**config.mk**
```make
export PLATFORM = sky130hd
export DESIGN_NAME = axi_lite_reg_bridge_mc
export DESIGN_NICKNAME = d
export VERILOG_FILES = /design/src/rtl/axi_lite_reg_bridge_mc.sv
export SDC_FILE = /design/constraint.sdc
export NUM_CORES = 1
export LEC_CHECK = 0
export ABC_AREA = 1
export CORE_UTILIZATION = 42
export DETAILED_ROUTE_END_ITERATION = 10
export PLACE_DENSITY = 0.75
export RECOVER_POWER = 100
export SYNTH_ARGS = -nofsm -noshare
export SYNTH_HDL_FRONTEND = slang
export SYNTH_SLANG_ARGS = --single-unit
```
**constraint.sdc**
```tcl
create_clock -name s_axi_aclk -period 2.8 [get_ports s_axi_aclk]
set_input_delay 0.7 -clock s_axi_aclk [delete_from_list [all_inputs] [get_ports s_axi_aclk]]
set_output_delay 0.7 -clock s_axi_aclk [all_outputs]
set_load 0.05 [all_outputs]
```
**src/rtl/axi_lite_reg_bridge_mc.sv**
```systemverilog
// AXI4-Lite slave that decodes single-beat reads and writes onto NUM_CH register channels.
// Write and read paths are independent FSMs, each with its own ack timeout.
module axi_lite_reg_bridge_mc #(
    parameter int AXI_ADDR_WIDTH = 32,
    parameter int AXI_DATA_WIDTH = 32,
    parameter int NUM_CH         = 4,
    parameter int CH_ADDR_BITS   = 12,
    parameter int ACK_TIMEOUT    = 255
) (
    input  logic                             s_axi_aclk,
    input  logic                             s_axi_aresetn,
    input  logic [AXI_ADDR_WIDTH-1:0]        s_axi_awaddr,
    input  logic                             s_axi_awvalid,
    output logic                             s_axi_awready,
    input  logic [AXI_DATA_WIDTH-1:0]        s_axi_wdata,
    input  logic [AXI_DATA_WIDTH/8-1:0]      s_axi_wstrb,
    input  logic                             s_axi_wvalid,
    output logic                             s_axi_wready,
    output logic [1:0]                       s_axi_bresp,
    output logic                             s_axi_bvalid,
    input  logic                             s_axi_bready,
    input  logic [AXI_ADDR_WIDTH-1:0]        s_axi_araddr,
    input  logic                             s_axi_arvalid,
    output logic                             s_axi_arready,
    output logic [AXI_DATA_WIDTH-1:0]        s_axi_rdata,
    output logic [1:0]                       s_axi_rresp,
    output logic                             s_axi_rvalid,
    input  logic                             s_axi_rready,
    output logic [NUM_CH-1:0]                wr_en,
    output logic [CH_ADDR_BITS-1:0]          waddr,
    output logic [AXI_DATA_WIDTH-1:0]        wdata,
    output logic [AXI_DATA_WIDTH/8-1:0]      wstrb,
    input  logic [NUM_CH-1:0]                wr_ack,
    output logic [NUM_CH-1:0]                rd_en,
    output logic [CH_ADDR_BITS-1:0]          raddr,
    input  logic [NUM_CH*AXI_DATA_WIDTH-1:0] rdata,
    input  logic [NUM_CH-1:0]                rd_ack
);
    localparam int CH_SEL_BITS = (NUM_CH > 1) ? $clog2(NUM_CH) : 1;
    localparam int SB          = AXI_DATA_WIDTH / 8;
    localparam int HI_SHIFT    = CH_ADDR_BITS + CH_SEL_BITS;
    localparam logic [15:0] TMO_LAST = 16'(ACK_TIMEOUT - 1);
    localparam logic [1:0] RESP_OKAY = 2'b00, RESP_SLVERR = 2'b10, RESP_DECERR = 2'b11;

    typedef enum logic [1:0] {W_IDLE, W_ISSUE, W_WAIT, W_RESP} w_state_t;
    typedef enum logic [1:0] {R_IDLE, R_ISSUE, R_WAIT, R_RESP} r_state_t;

    function automatic logic dec_err(input logic [AXI_ADDR_WIDTH-1:0] a);
        logic [AXI_ADDR_WIDTH-1:0] hi;
        logic [CH_SEL_BITS-1:0]    ch;
        hi = a >> HI_SHIFT;
        ch = a[CH_ADDR_BITS +: CH_SEL_BITS];
        return (hi != '0) || (int'(ch) >= NUM_CH);
    endfunction

    // A transfer happens on a rising edge where valid && ready; valid never waits for ready.
    w_state_t                  w_state, w_next;
    logic                      aw_full, w_full, aw_hs, w_hs, b_hs, aw_have, w_have;
    logic [AXI_ADDR_WIDTH-1:0] aw_addr_q, aw_addr_cur;
    logic [AXI_DATA_WIDTH-1:0] w_data_q, w_data_cur;
    logic [SB-1:0]             w_strb_q, w_strb_cur;
    logic [CH_SEL_BITS-1:0]    w_ch;
    logic                      w_derr, w_ack_hit, w_tmo;
    logic [NUM_CH-1:0]         w_sel;
    logic [15:0]               w_cnt;

    assign aw_hs       = s_axi_awvalid && s_axi_awready;
    assign w_hs        = s_axi_wvalid && s_axi_wready;
    assign b_hs        = s_axi_bvalid && s_axi_bready;
    assign aw_have     = aw_full || aw_hs;
    assign w_have      = w_full || w_hs;
    assign aw_addr_cur = aw_full ? aw_addr_q : s_axi_awaddr;
    assign w_data_cur  = w_full ? w_data_q : s_axi_wdata;
    assign w_strb_cur  = w_full ? w_strb_q : s_axi_wstrb;
    assign w_sel       = NUM_CH'(1) << w_ch;
    assign w_ack_hit   = |(wr_ack & w_sel);
    assign w_tmo       = (w_cnt == TMO_LAST);

    always_ff @(posedge s_axi_aclk or negedge s_axi_aresetn) begin
        if (!s_axi_aresetn) w_state <= W_IDLE;
        else                w_state <= w_next;
    end

    always_comb begin
        w_next = w_state;
        wr_en  = '0;
        case (w_state)
            W_IDLE:  if (aw_have && w_have) w_next = W_ISSUE;
            W_ISSUE: begin
                if (w_derr) begin
                    w_next = W_RESP;
                end else begin
                    wr_en  = w_sel;
                    w_next = W_WAIT;
                end
            end
            W_WAIT:  if (w_ack_hit || w_tmo) w_next = W_RESP;
            W_RESP:  if (b_hs) w_next = W_IDLE;
            default: w_next = W_IDLE;
        endcase
    end

    always_ff @(posedge s_axi_aclk or negedge s_axi_aresetn) begin
        if (!s_axi_aresetn) begin
            aw_full       <= 1'b0;
            w_full        <= 1'b0;
            aw_addr_q     <= '0;
            w_data_q      <= '0;
            w_strb_q      <= '0;
            s_axi_awready <= 1'b0;
            s_axi_wready  <= 1'b0;
            waddr         <= '0;
            wdata         <= '0;
            wstrb         <= '0;
            w_ch          <= '0;
            w_derr        <= 1'b0;
            w_cnt         <= '0;
            s_axi_bvalid  <= 1'b0;
            s_axi_bresp   <= '0;
        end else begin
            if (aw_hs) aw_addr_q <= s_axi_awaddr;
            if (w_hs) begin
                w_data_q <= s_axi_wdata;
                w_strb_q <= s_axi_wstrb;
            end
            // Holding registers stay full until the B handshake retires the write.
            aw_full       <= aw_have && !b_hs;
            w_full        <= w_have && !b_hs;
            s_axi_awready <= (w_next == W_IDLE) && !(aw_have && !b_hs);
            s_axi_wready  <= (w_next == W_IDLE) && !(w_have && !b_hs);
            if (w_state == W_IDLE && w_next == W_ISSUE) begin
                waddr  <= aw_addr_cur[CH_ADDR_BITS-1:0];
                wdata  <= w_data_cur;
                wstrb  <= w_strb_cur;
                w_ch   <= aw_addr_cur[CH_ADDR_BITS +: CH_SEL_BITS];
                w_derr <= dec_err(aw_addr_cur);
            end
            w_cnt <= (w_state == W_WAIT && w_next == W_WAIT) ? w_cnt + 16'd1 : '0;
            if (w_state != W_RESP && w_next == W_RESP) begin
                s_axi_bvalid <= 1'b1;
                s_axi_bresp  <= w_derr ? RESP_DECERR : (w_ack_hit ? RESP_OKAY : RESP_SLVERR);
            end else if (b_hs) begin
                s_axi_bvalid <= 1'b0;
            end
        end
    end

    r_state_t                  r_state, r_next;
    logic                      ar_hs, r_hs, r_derr, r_ack_hit, r_tmo;
    logic [CH_SEL_BITS-1:0]    r_ch;
    logic [NUM_CH-1:0]         r_sel;
    logic [15:0]               r_cnt;
    logic [AXI_DATA_WIDTH-1:0] rd_slice;

    assign ar_hs     = s_axi_arvalid && s_axi_arready;
    assign r_hs      = s_axi_rvalid && s_axi_rready;
    assign r_sel     = NUM_CH'(1) << r_ch;
    assign r_ack_hit = |(rd_ack & r_sel);
    assign r_tmo     = (r_cnt == TMO_LAST);

    always_comb begin
        rd_slice = '0;
        for (int c = 0; c < NUM_CH; c++) begin
            if (c == int'(r_ch)) rd_slice = rdata[c*AXI_DATA_WIDTH +: AXI_DATA_WIDTH];
        end
    end

    always_ff @(posedge s_axi_aclk or negedge s_axi_aresetn) begin
        if (!s_axi_aresetn) r_state <= R_IDLE;
        else                r_state <= r_next;
    end

    always_comb begin
        r_next = r_state;
        rd_en  = '0;
        case (r_state)
            R_IDLE:  if (ar_hs) r_next = R_ISSUE;
            R_ISSUE: begin
                if (r_derr) begin
                    r_next = R_RESP;
                end else begin
                    rd_en  = r_sel;
                    r_next = R_WAIT;
                end
            end
            R_WAIT:  if (r_ack_hit || r_tmo) r_next = R_RESP;
            R_RESP:  if (r_hs) r_next = R_IDLE;
            default: r_next = R_IDLE;
        endcase
    end

    always_ff @(posedge s_axi_aclk or negedge s_axi_aresetn) begin
        if (!s_axi_aresetn) begin
            s_axi_arready <= 1'b0;
            raddr         <= '0;
            r_ch          <= '0;
            r_derr        <= 1'b0;
            r_cnt         <= '0;
            s_axi_rvalid  <= 1'b0;
            s_axi_rresp   <= '0;
            s_axi_rdata   <= '0;
        end else begin
            s_axi_arready <= (r_next == R_IDLE);
            if (ar_hs) begin
                raddr  <= s_axi_araddr[CH_ADDR_BITS-1:0];
                r_ch   <= s_axi_araddr[CH_ADDR_BITS +: CH_SEL_BITS];
                r_derr <= dec_err(s_axi_araddr);
            end
            r_cnt <= (r_state == R_WAIT && r_next == R_WAIT) ? r_cnt + 16'd1 : '0;
            if (r_state != R_RESP && r_next == R_RESP) begin
                s_axi_rvalid <= 1'b1;
                if (r_derr) begin
                    s_axi_rresp <= RESP_DECERR;
                    s_axi_rdata <= '0;
                end else if (r_ack_hit) begin
                    s_axi_rresp <= RESP_OKAY;
                    s_axi_rdata <= rd_slice;
                end else begin
                    s_axi_rresp <= RESP_SLVERR;
                    s_axi_rdata <= '0;
                end
            end else if (r_hs) begin
                s_axi_rvalid <= 1'b0;
            end
        end
    end

endmodule
```
==> results.ini <==
[global_routing]
grt.overflow.total=0
grt_pass1_wl_um=51200
antenna_found_initial=1
grt_max_degree=84
grt_usage_pct=25.0
first_global_vias=9687

[clock_tree]
cts-root-buf=clkbuf_16
cts_tree=built
postCtsSetupRepairBufs=0
clkLatencyLatePin_ns=0.53
cts_max_level=1
clk_pin_slew_worst_paths_ns=0.06
clock-sinks=213
hold_buffers=0
cts_made_buffers=25
postCtsResizedCells=0
clockBufferDepth=3

[drt]
drc=0
finalWirelength_um=31600
via_per_inst=5.02
wl_per_cell_um=15.7
firstDrtPassIters=5
ant_nets=0
drt_iter0_drc=627
vias=10100

[floorplan]
fp.dieH_um=159
dieArea_sq_um=25300
initial_core_util_pct=42.8
die_x_um=159
core-area_sq_um=24200
num_rows=57
ios=352

[sta]
slew_viol_final=82
tns_ns=0
hold_ws_ns=0.465
fmax_mhz=384
tightestPinTransition_ns=2.14
rsz0062_at_grt=false
timing.final.crit_share_pct=93.1
relSlewSlack_pct=-43.0
clock_skew_ns=0.0144
setup_viol=0
min_period_ns=2.61
hold_viol=0

[synth]
synthCells=1334
synth_top_cells_by_count=nand2_1 (391), o21ai_0 (234), dfrtp_1 (213), inv_1 (120), nor2_1 (102)
ys_seq_elements=213
ys_seq_area_share_pct=51.4
synth_top_area_share_pct=51.4
synth_warnings=0
syn_avg_cell_area_sq_um=7.77
synth.most_common_cell=nand2_1
synth.cell_area_sq_um=10400
synth_nets=1581
synthArstFlopShare_pct=100
synth.distinct_cells=37
synth_top_flop_cell=dfrtp_1
synth.area.top_cells=dfrtp_1 (51%), nand2_1 (14%), o21ai_0 (11%)
synth_edf_count=0
synth_area_leader_cell=dfrtp_1

[final_layout]
fin_cells=2010
drive_gt1_share_pct=5.52
synthToLayoutAreaGrowth_pct=44.6
fillers=2144
final_cell_area_sq_um=15000
utilization_pct=61.9
fin_nets=1913

[critical_path]
worst-path-max-fanout=15
ff2ff_path_depth=11
regToRegSetupSlack_ns=0.33
required_ns=2.10
timing.critical_path.arrival_ns=1.91
timing.rr.end=s_axi_rdata[15]
end_kind=output port
critPathLaunchType=flop
crit_type=flop to output port
reg2reg_from=r_ch[0]

[hold_path]
hold_class=flop to flop
hold_start=s_axi_rdata[8]
worstHoldEndpoint=s_axi_rdata[8]
min_path_cells=2

[power_and_ir_drop]
p_leak_nw=7.34
peakVddDrop_v=0.000581
p_per_area_nw_per_um2=984

[placement]
io_buffers=351
placed_area_sq_um=14200
place.gp.congestion=0.873
placed_cells=1963
hpwl_um=23600

[status]
status=complete, but fails checks
violations=max-capacitance violations, max-slew violations

[job]
drv_cap=1

==> metal layers <==
layer	vias to the layer above	routed length, um	global-route usage [%]
met5	-	0	0
met3	66	2140	5.44
met1	4721	13800	33.5
met4	0	1040	7.87
li1	4957	-	-
met2	341	14600	40.5
==> kinds of logic (layout without fill, tap and decap cells) <==
kind of cell             count (synthesis)  in the layout  share of synthesized area [%]
AO/OA/AOI/OAI                          247            247                           12.1
XOR/XNOR                                22             22                           1.86
adder cells (fa/ha/maj)                  4              4                          0.483
buffers and inverters                  194            545                           7.46
flip-flops                             213            213                           51.4
multiplexers                             4              4                          0.434
other                                    0              1                              0
AND/OR/NAND/NOR                        650            650                           26.2
==> cell usage in the layout, fill, tap and decap left out, drive strengths merged, types with 7 or more instances in the layout <==
cell type,count
nor3,49
dlygate4sd3,105
clkinv,10
buf,15
o21ai,235
nand3,81
nor4,7
clkbuf,51
clkdlybuf4s50,237
xor2,16
dfrtp,213
nor2,105
inv,125
nand2,398
==> worst max-delay path by stage <==
stage | from | to | slack (ns) | cells after the start
floorplan | r_ch[0] | rd_en[0] | 0.22 | 3
global placement | rd_ack[3] | s_axi_rvalid | 0.30 | 9
detailed placement | rd_ack[3] | s_axi_rvalid | 0.24 | 9
CTS | r_ch[0] | rd_en[3] | 0.23 | 3
global route | r_ch[0] | s_axi_rresp[0] | 0.07 | 11
finish | r_ch[0] | rd_en[3] | 0.19 | 3
==> power breakdown <==
group          leakage (nW)  switching, W  internal, W
logic                  4.10       0.00463      0.00201
registers              2.80      0.000617      0.00414
clock network         0.443       0.00132      0.00205
total                  7.34       0.00656      0.00820
==> sequential cells by signal, indices dropped and copies added, names as in the netlist, 2 cells and up <==
register and cells:
wstrb 4, w_strb_q 4, s_axi_rresp 2, s_axi_bresp 2, w_cnt 16, w_ch 2
r_ch 2, raddr 12, w_state 2, wdata 32, s_axi_rdata 32, r_cnt 16
waddr 12, w_data_q 32, r_state 2, aw_addr_q 32
==> worst max-delay path, cell delays in order (launching register included) <==
cell	delay, ns
dfrtp_1	0.73
nand2_1	0.16
nor2_1	0.18
clkbuf_2	0.31
==> stage by stage <==
stage               setup WS, ns  power [W]
finish                     0.193     0.0148
global route              0.0748     0.0157
CTS                        0.230     0.0151
detailed placement         0.239     0.0117
global placement           0.295     0.0115
floorplan                  0.224    0.00928
==> final cells by class <==
type	count	area, sq um	share of cell area (%)
Antenna cell	1	2.50	0.0167
Clock buffer	34	739	4.93
Clock inverter	12	139	0.926
Inverter	125	469	3.13
Multi-Input combinational cell	927	4260	28.4
Sequential cell	213	5330	35.5
Tap cell	324	405	2.70
Timing Repair Buffer	374	3650	24.4
Note: power is estimated with default switching activity, not from simulation.
==> edit 1, RTL diff (config.mk and constraints unchanged) <==
The parameter `CH_ADDR_BITS` goes from 12 to 11.
--- a/src/rtl/axi_lite_reg_bridge_mc.sv
+++ b/src/rtl/axi_lite_reg_bridge_mc.sv
@@ -4,7 +4,7 @@
     parameter int AXI_ADDR_WIDTH = 32,
     parameter int AXI_DATA_WIDTH = 32,
     parameter int NUM_CH         = 4,
-    parameter int CH_ADDR_BITS   = 12,
+    parameter int CH_ADDR_BITS   = 11,
     parameter int ACK_TIMEOUT    = 255
 ) (
     input  logic                             s_axi_aclk,
Ports: changed (resized raddr and waddr); port bits go from 352 to 350. No check against the original RTL was run, so the function may have changed too.
==> edit 1 against the unedited design <==
  * The run still ends with max-capacitance violations, max-slew violations left
  * Routed wire length decreased by 5.2%
  * Register-to-register slack lost 0.05 ns
  * Sequential power shrank 8.6%
  * Combinational power decreased by 22%
  * Cell area decreased by 1.7%
  * Utilization up 0.39 points
  * Synthesized area shrank 1.4%
  * Sequential cell count shrank 2
  * Maximum frequency is 1.2% lower
  * Total power shrank 15%
  * Clock power down 9.2%
  * Setup slack got worse by 0.032 ns
  * Critical path type unchanged
  * Critical endpoint is now rd_en[2]
  * Highest routed layer unchanged
==> edit 1: results (changes against the unedited design) <==
| Group | Result | Value | Delta |
|---|---|---|---|
| synthesis | Cells after synthesis | 1307 | -2.0% |
| status | Failing checks | max-capacitance violations, max-slew violations |  |
| sta | Final setup skew | 0.008724 ns | -0.005723 ns |
| global route | Largest net degree at the start of global routing | 77 | -8.3% |
| placement | HPWL after detailed placement | 22060 um | -6.5% |
| power and ir drop | Total sequential power | 4.34 mW | -8.6% |
| clock tree | Latest clock arrival within the worst-skew pair | 0.50 ns | -0.03 ns |
| placement | Routability cong. | 0.8518 | -2.4% |
| critical path | Capturing point of the worst reg2reg path | r_cnt[5]$_DFF_PN0_ |  |
| critical path | Delay of the slowest cell on the worst path | 0.53 ns | -0.20 ns |
| run | MaxCap Viol Count | 1 | unchanged |
| global route | GRT Overall Usage | 23.63% | -1.4 points |
| critical path | Data arrival time at the worst-slack endpoint | 1.94 ns | +0.03 ns |
| final layout | Fraction of layout instances using a drive strength above 1 | 4.967% | -0.55 points |
| placement | Dpl cell area | 14080 um2 | -1.0% |
| hold path | Terminating pin of the worst hold path | s_axi_rresp[0]$_DFFE_PN0P_ |  |
| synthesis | Seq/Total Area, Yosys | 51.65% | +0.25 points |
| power and ir drop | Peak ir drop on the vdd network | 0.0006323 V | +8.9% |
| routing | Final wirelength | 29950 um | -5.2% |
| sta | Least-Margin Pin Slew | 1.753 ns | -0.3915 ns |
| hold path | Start point of the worst hold path | s_axi_rresp[0]$_DFFE_PN0P_ |  |
| critical path | End point of the critical path | rd_en[2] |  |
| power and ir drop | Net switching power | 5.247 mW | -20% |
| routing | Routed len/inst | 15.19 um | -3.4% |
| sta | Final Slew Violations | 63 | -23% |
| synthesis | Ranking of synthesized cells by instance count | nand2_1 (383), o21ai_0 (220), dfrtp_1 (211), inv_1 (114), nor2_1 (102) |  |
| placement | Count of input and output buffers | 349 | -0.57% |
| routing | 1st-iter DRT viols | 831 | +33% |
| critical path | Worst R2R Path Depth | 8 | -3 |
| global route | First-pass GRT wire length | 46800 um | -8.6% |
| routing | Routed vias | 9665 | -4.2% |
| placement | Total placed cells including tap cells | 1929 | -1.7% |
| clock tree | TritonCTS buffer count | 23 | -8.0% |
| synthesis | Net count of the mapped netlist | 1554 | -1.7% |
| critical path | Register-to-register setup slack | 0.28 ns | -0.05 ns |
| global route | Initial antenna violation count | 2 | +1 |
| power and ir drop | Sequential cell fraction of total power | 34.4% | +2.2 points |
| power and ir drop | Power share of the combinational group | 41.3% | -3.7 points |
| status | Status | complete, but fails checks |  |
| power and ir drop | P_leak | 7.206 nW | -1.9% |
| synthesis | Cell types with the largest area share after synthesis | dfrtp_1 (52%), nand2_1 (14%), o21ai_0 (11%) |  |
edit 1: cell types whose count changed after synthesis, moves of 2 or more:
cell     before  now
buf_4         3    0
dfrtp_1     213  211
inv_1       120  114
mux2_2        4   12
nand2_1     391  383
nand2_2       4    1
nand3_1      80   78
nor4_1        7   10
o21ai_0     234  220
o21ai_1       0    5
edit 1: cells by family (layout without fill, tap and decap cells):
| logic type | count (synthesis) | in the layout | synth area share, % |
|---|---|---|---|
| multiplexers | 12 | 12 | 1.322 |
| XOR/XNOR | 22 | 22 | 1.885 |
| AO/OA/AOI/OAI | 235 | 235 | 11.66 |
| adder cells (fa/ha/maj) | 4 | 4 | 0.4896 |
| AND/OR/NAND/NOR | 638 | 638 | 25.86 |
| buffers and inverters | 185 | 529 | 7.124 |
| other | 0 | 2 | 0 |
| flip-flops | 211 | 211 | 51.65 |
edit 1: final cells by class:
type / count / area, um2 / share of cell area [%]
flip-flops and latches: 211 / 5280 / 35.82
multi-input cells: 911 / 4204 / 28.52
repair buffers: 370 / 3641 / 24.70
clock buffers: 29 / 648.1 / 4.397
inverters: 118 / 442.9 / 3.005
well taps: 319 / 399.1 / 2.708
clock inverters: 12 / 121.4 / 0.8233
diodes: 2 / 5.005 / 0.03395
edit 1: metrics by stage:
step           setup slack, ns  utilization (%)  hold slack, ns
2_1_floorplan           0.2906                -          0.4044
3_3_place_gp            0.3713            59.44          0.4541
3_5_place_dp            0.2419            59.44          0.4572
4_1_cts                 0.1596            62.66          0.2226
5_1_grt               0.008419            62.25          0.4869
6_report                0.1607            62.25          0.4635
edit 1: layer usage:
layer	share of wire (%)	GRT usage (%)
met5	0	0
met3	7.2	4.626
met4	2.4	7.463
met1	40	28.32
met2	50	42.46
edit 1: timing repair:
action	CTS	global route
resized for setup	4	0
endpoints found under the setup margin	4	0
buffers inserted	0	0
==> edit 2, RTL diff (config.mk and constraints unchanged) <==
Made on the original files. Encoding of `r_state_t`: now one-hot (4 bits for 4 states).
--- a/src/rtl/axi_lite_reg_bridge_mc.sv
+++ b/src/rtl/axi_lite_reg_bridge_mc.sv
@@ -43,7 +43,7 @@
     localparam logic [1:0] RESP_OKAY = 2'b00, RESP_SLVERR = 2'b10, RESP_DECERR = 2'b11;
 
     typedef enum logic [1:0] {W_IDLE, W_ISSUE, W_WAIT, W_RESP} w_state_t;
-    typedef enum logic [1:0] {R_IDLE, R_ISSUE, R_WAIT, R_RESP} r_state_t;
+    typedef enum logic [3:0] {R_IDLE = 4'b0001, R_ISSUE = 4'b0010, R_WAIT = 4'b0100, R_RESP = 4'b1000} r_state_t;
 
     function automatic logic dec_err(input logic [AXI_ADDR_WIDTH-1:0] a);
         logic [AXI_ADDR_WIDTH-1:0] hi;
Function: same outputs for any inputs over 4 cycles, from zero or initial values and one cycle with s_axi_aresetn low; so few cycles prove little.
==> edit 2 against the unedited design <==
  * The flow still finishes with violations (max-capacitance violations, max-slew violations)
  * Total power down 18%
  * Cell count is 1.2% higher
  * Synthesized area rose by 1.1%
  * Sequential cell count grew 2
  * Non-clock buffer count shrank 2
  * Cell area up 0.57%
  * Register-to-register slack improved by 0.02 ns
  * Count of clock-buffer cells in the layout rose by 2
  * Setup slack worse by 0.041 ns
  * Hold slack lost 0.00057 ns
  * Die area is 1.1% higher
  * Routed wire length is 3.8% lower
  * Critical path type unchanged
==> edit 2: results (changes against the unedited design) <==
| Group | Result | Value | Delta |
|---|---|---|---|
| status | Status | complete, but fails checks |  |
| status | Failing checks | max-capacitance violations, max-slew violations |  |
| synthesis | Share of the synthesized netlist area taken by xor and xnor gates | 1.420% | -0.44 points |
| run | MaxCap Viol Count | 1 | unchanged |
| routing | 1st-iter DRT viols | 559 | -11% |
| synthesis | Ranking of synthesized cells by instance count | nand2_1 (415), dfrtp_1 (214), o21ai_0 (210), inv_1 (140), nor2_1 (102) |  |
| routing | Met1 wire length | 13290 um | -3.7% |
| routing | Amount of wire on met3 after detailed routing | 2079 um | -2.8% |
| sta | Worst hold margin | 0.4640 ns | -0.0005710 ns |
| global route | Initial antenna violation count | 2 | +1 |
| hold path | Terminating pin of the worst hold path | s_axi_rdata[10]$_DFFE_PN0P_ |  |
| critical path | End point of the critical path | rd_en[2] |  |
| synthesis | Net count of the mapped netlist | 1610 | +1.8% |
| critical path | Worst R2R Path Depth | 13 | +2 |
| global route | Global routing usage on met1 | 31.72% | -1.8 points |
| placement | Worst slack at placement | 0.2944 ns | +0.05583 ns |
| critical path | Crit Path Max Fanout | 23 | +8 |
| final layout | Area added between synthesis and finish | 43.85% |  |
| power and ir drop | Internal power | 7.442 mW | -9.2% |
| global route | Met3 track demand over resource | 5.844% | +0.40 points |
| sta | Final Slew Violations | 63 | -23% |
| synthesis | Adder and majority cell fraction of the synthesized area | 0.4773% | -0.0054 points |
| final layout | Fraction of layout instances using a drive strength above 1 | 4.857% | -0.66 points |
| critical path | Capturing point of the worst reg2reg path | s_axi_rdata[14]$_DFFE_PN0P_ |  |
| synthesis | Cell types with the largest area share after synthesis | dfrtp_1 (51%), nand2_1 (15%), o21ai_0 (10%) |  |
| critical path | Data arrival time at the worst-slack endpoint | 1.95 ns | +0.04 ns |
| global route | Met2 GRT Util | 38.77% | -1.8 points |
| global route | First-pass GRT wire length | 49930 um | -2.4% |
| critical path | Crit path max-delay cell type | clkbuf_2 |  |
| final layout | Fill cell count | 2140 | -0.19% |
| sta | Least-Margin Pin Slew | 1.626 ns | -0.5192 ns |
| routing | Final wirelength | 30400 um | -3.8% |
| synthesis | Average footprint of a synthesized cell | 7.693 um2 | -1.0% |
| placement | HPWL after detailed placement | 22110 um | -6.2% |
| clock tree | TritonCTS buffer count | 24 | -4.0% |
| hold path | Start point of the worst hold path | s_axi_rdata[10]$_DFFE_PN0P_ |  |
| synthesis | Share of cell area taken by muxes after synthesis | 0.4296% | -0.0048 points |
| routing | Routed len/inst | 14.95 um | -4.9% |
| synthesis | Synth Area in Compound Gates | 11.37% | -0.77 points |
| placement | Total placed cells including tap cells | 1992 | +1.5% |
| critical path | Reg-to-reg startpoint | r_ch[1]$_DFFE_PN0P_ |  |
| clock tree | TritonCTS Sinks | 215 | +0.94% |
| power and ir drop | P_leak | 7.504 nW | +2.2% |
| global route | GRT Overall Usage | 23.98% | -1.0 points |
edit 2: cell types whose count changed after synthesis, sizes merged, moves of 3 or more:
cell	change
nor3b	+4
buf	-3
nand2	+21
nand3	+17
nor3	-33
inv	+22
o21ai	-15
or2	+12
xor2	-5
nand4	+5
edit 2: final cells by class:
| class | count | share of cell area [%] |
|---|---|---|
| antenna | 1 | 0.01659 |
| clock buffer | 36 | 4.753 |
| clock inverter | 5 | 0.6968 |
| inverter | 145 | 3.608 |
| multi-input combinational | 936 | 28.35 |
| sequential | 215 | 35.68 |
| tap | 324 | 2.688 |
| timing repair buffer | 372 | 24.21 |
edit 2: power groups by stage:
stage          sequential, mW  combinational [mW]  clock, mW
2_1_floorplan            5.19                2.17          0
3_3_place_gp             4.33                4.61          0
3_5_place_dp             4.36                4.69          0
4_1_cts                  4.32                4.72       3.34
5_1_grt                  4.41                5.07       3.46
6_report                 4.31                4.57       3.26
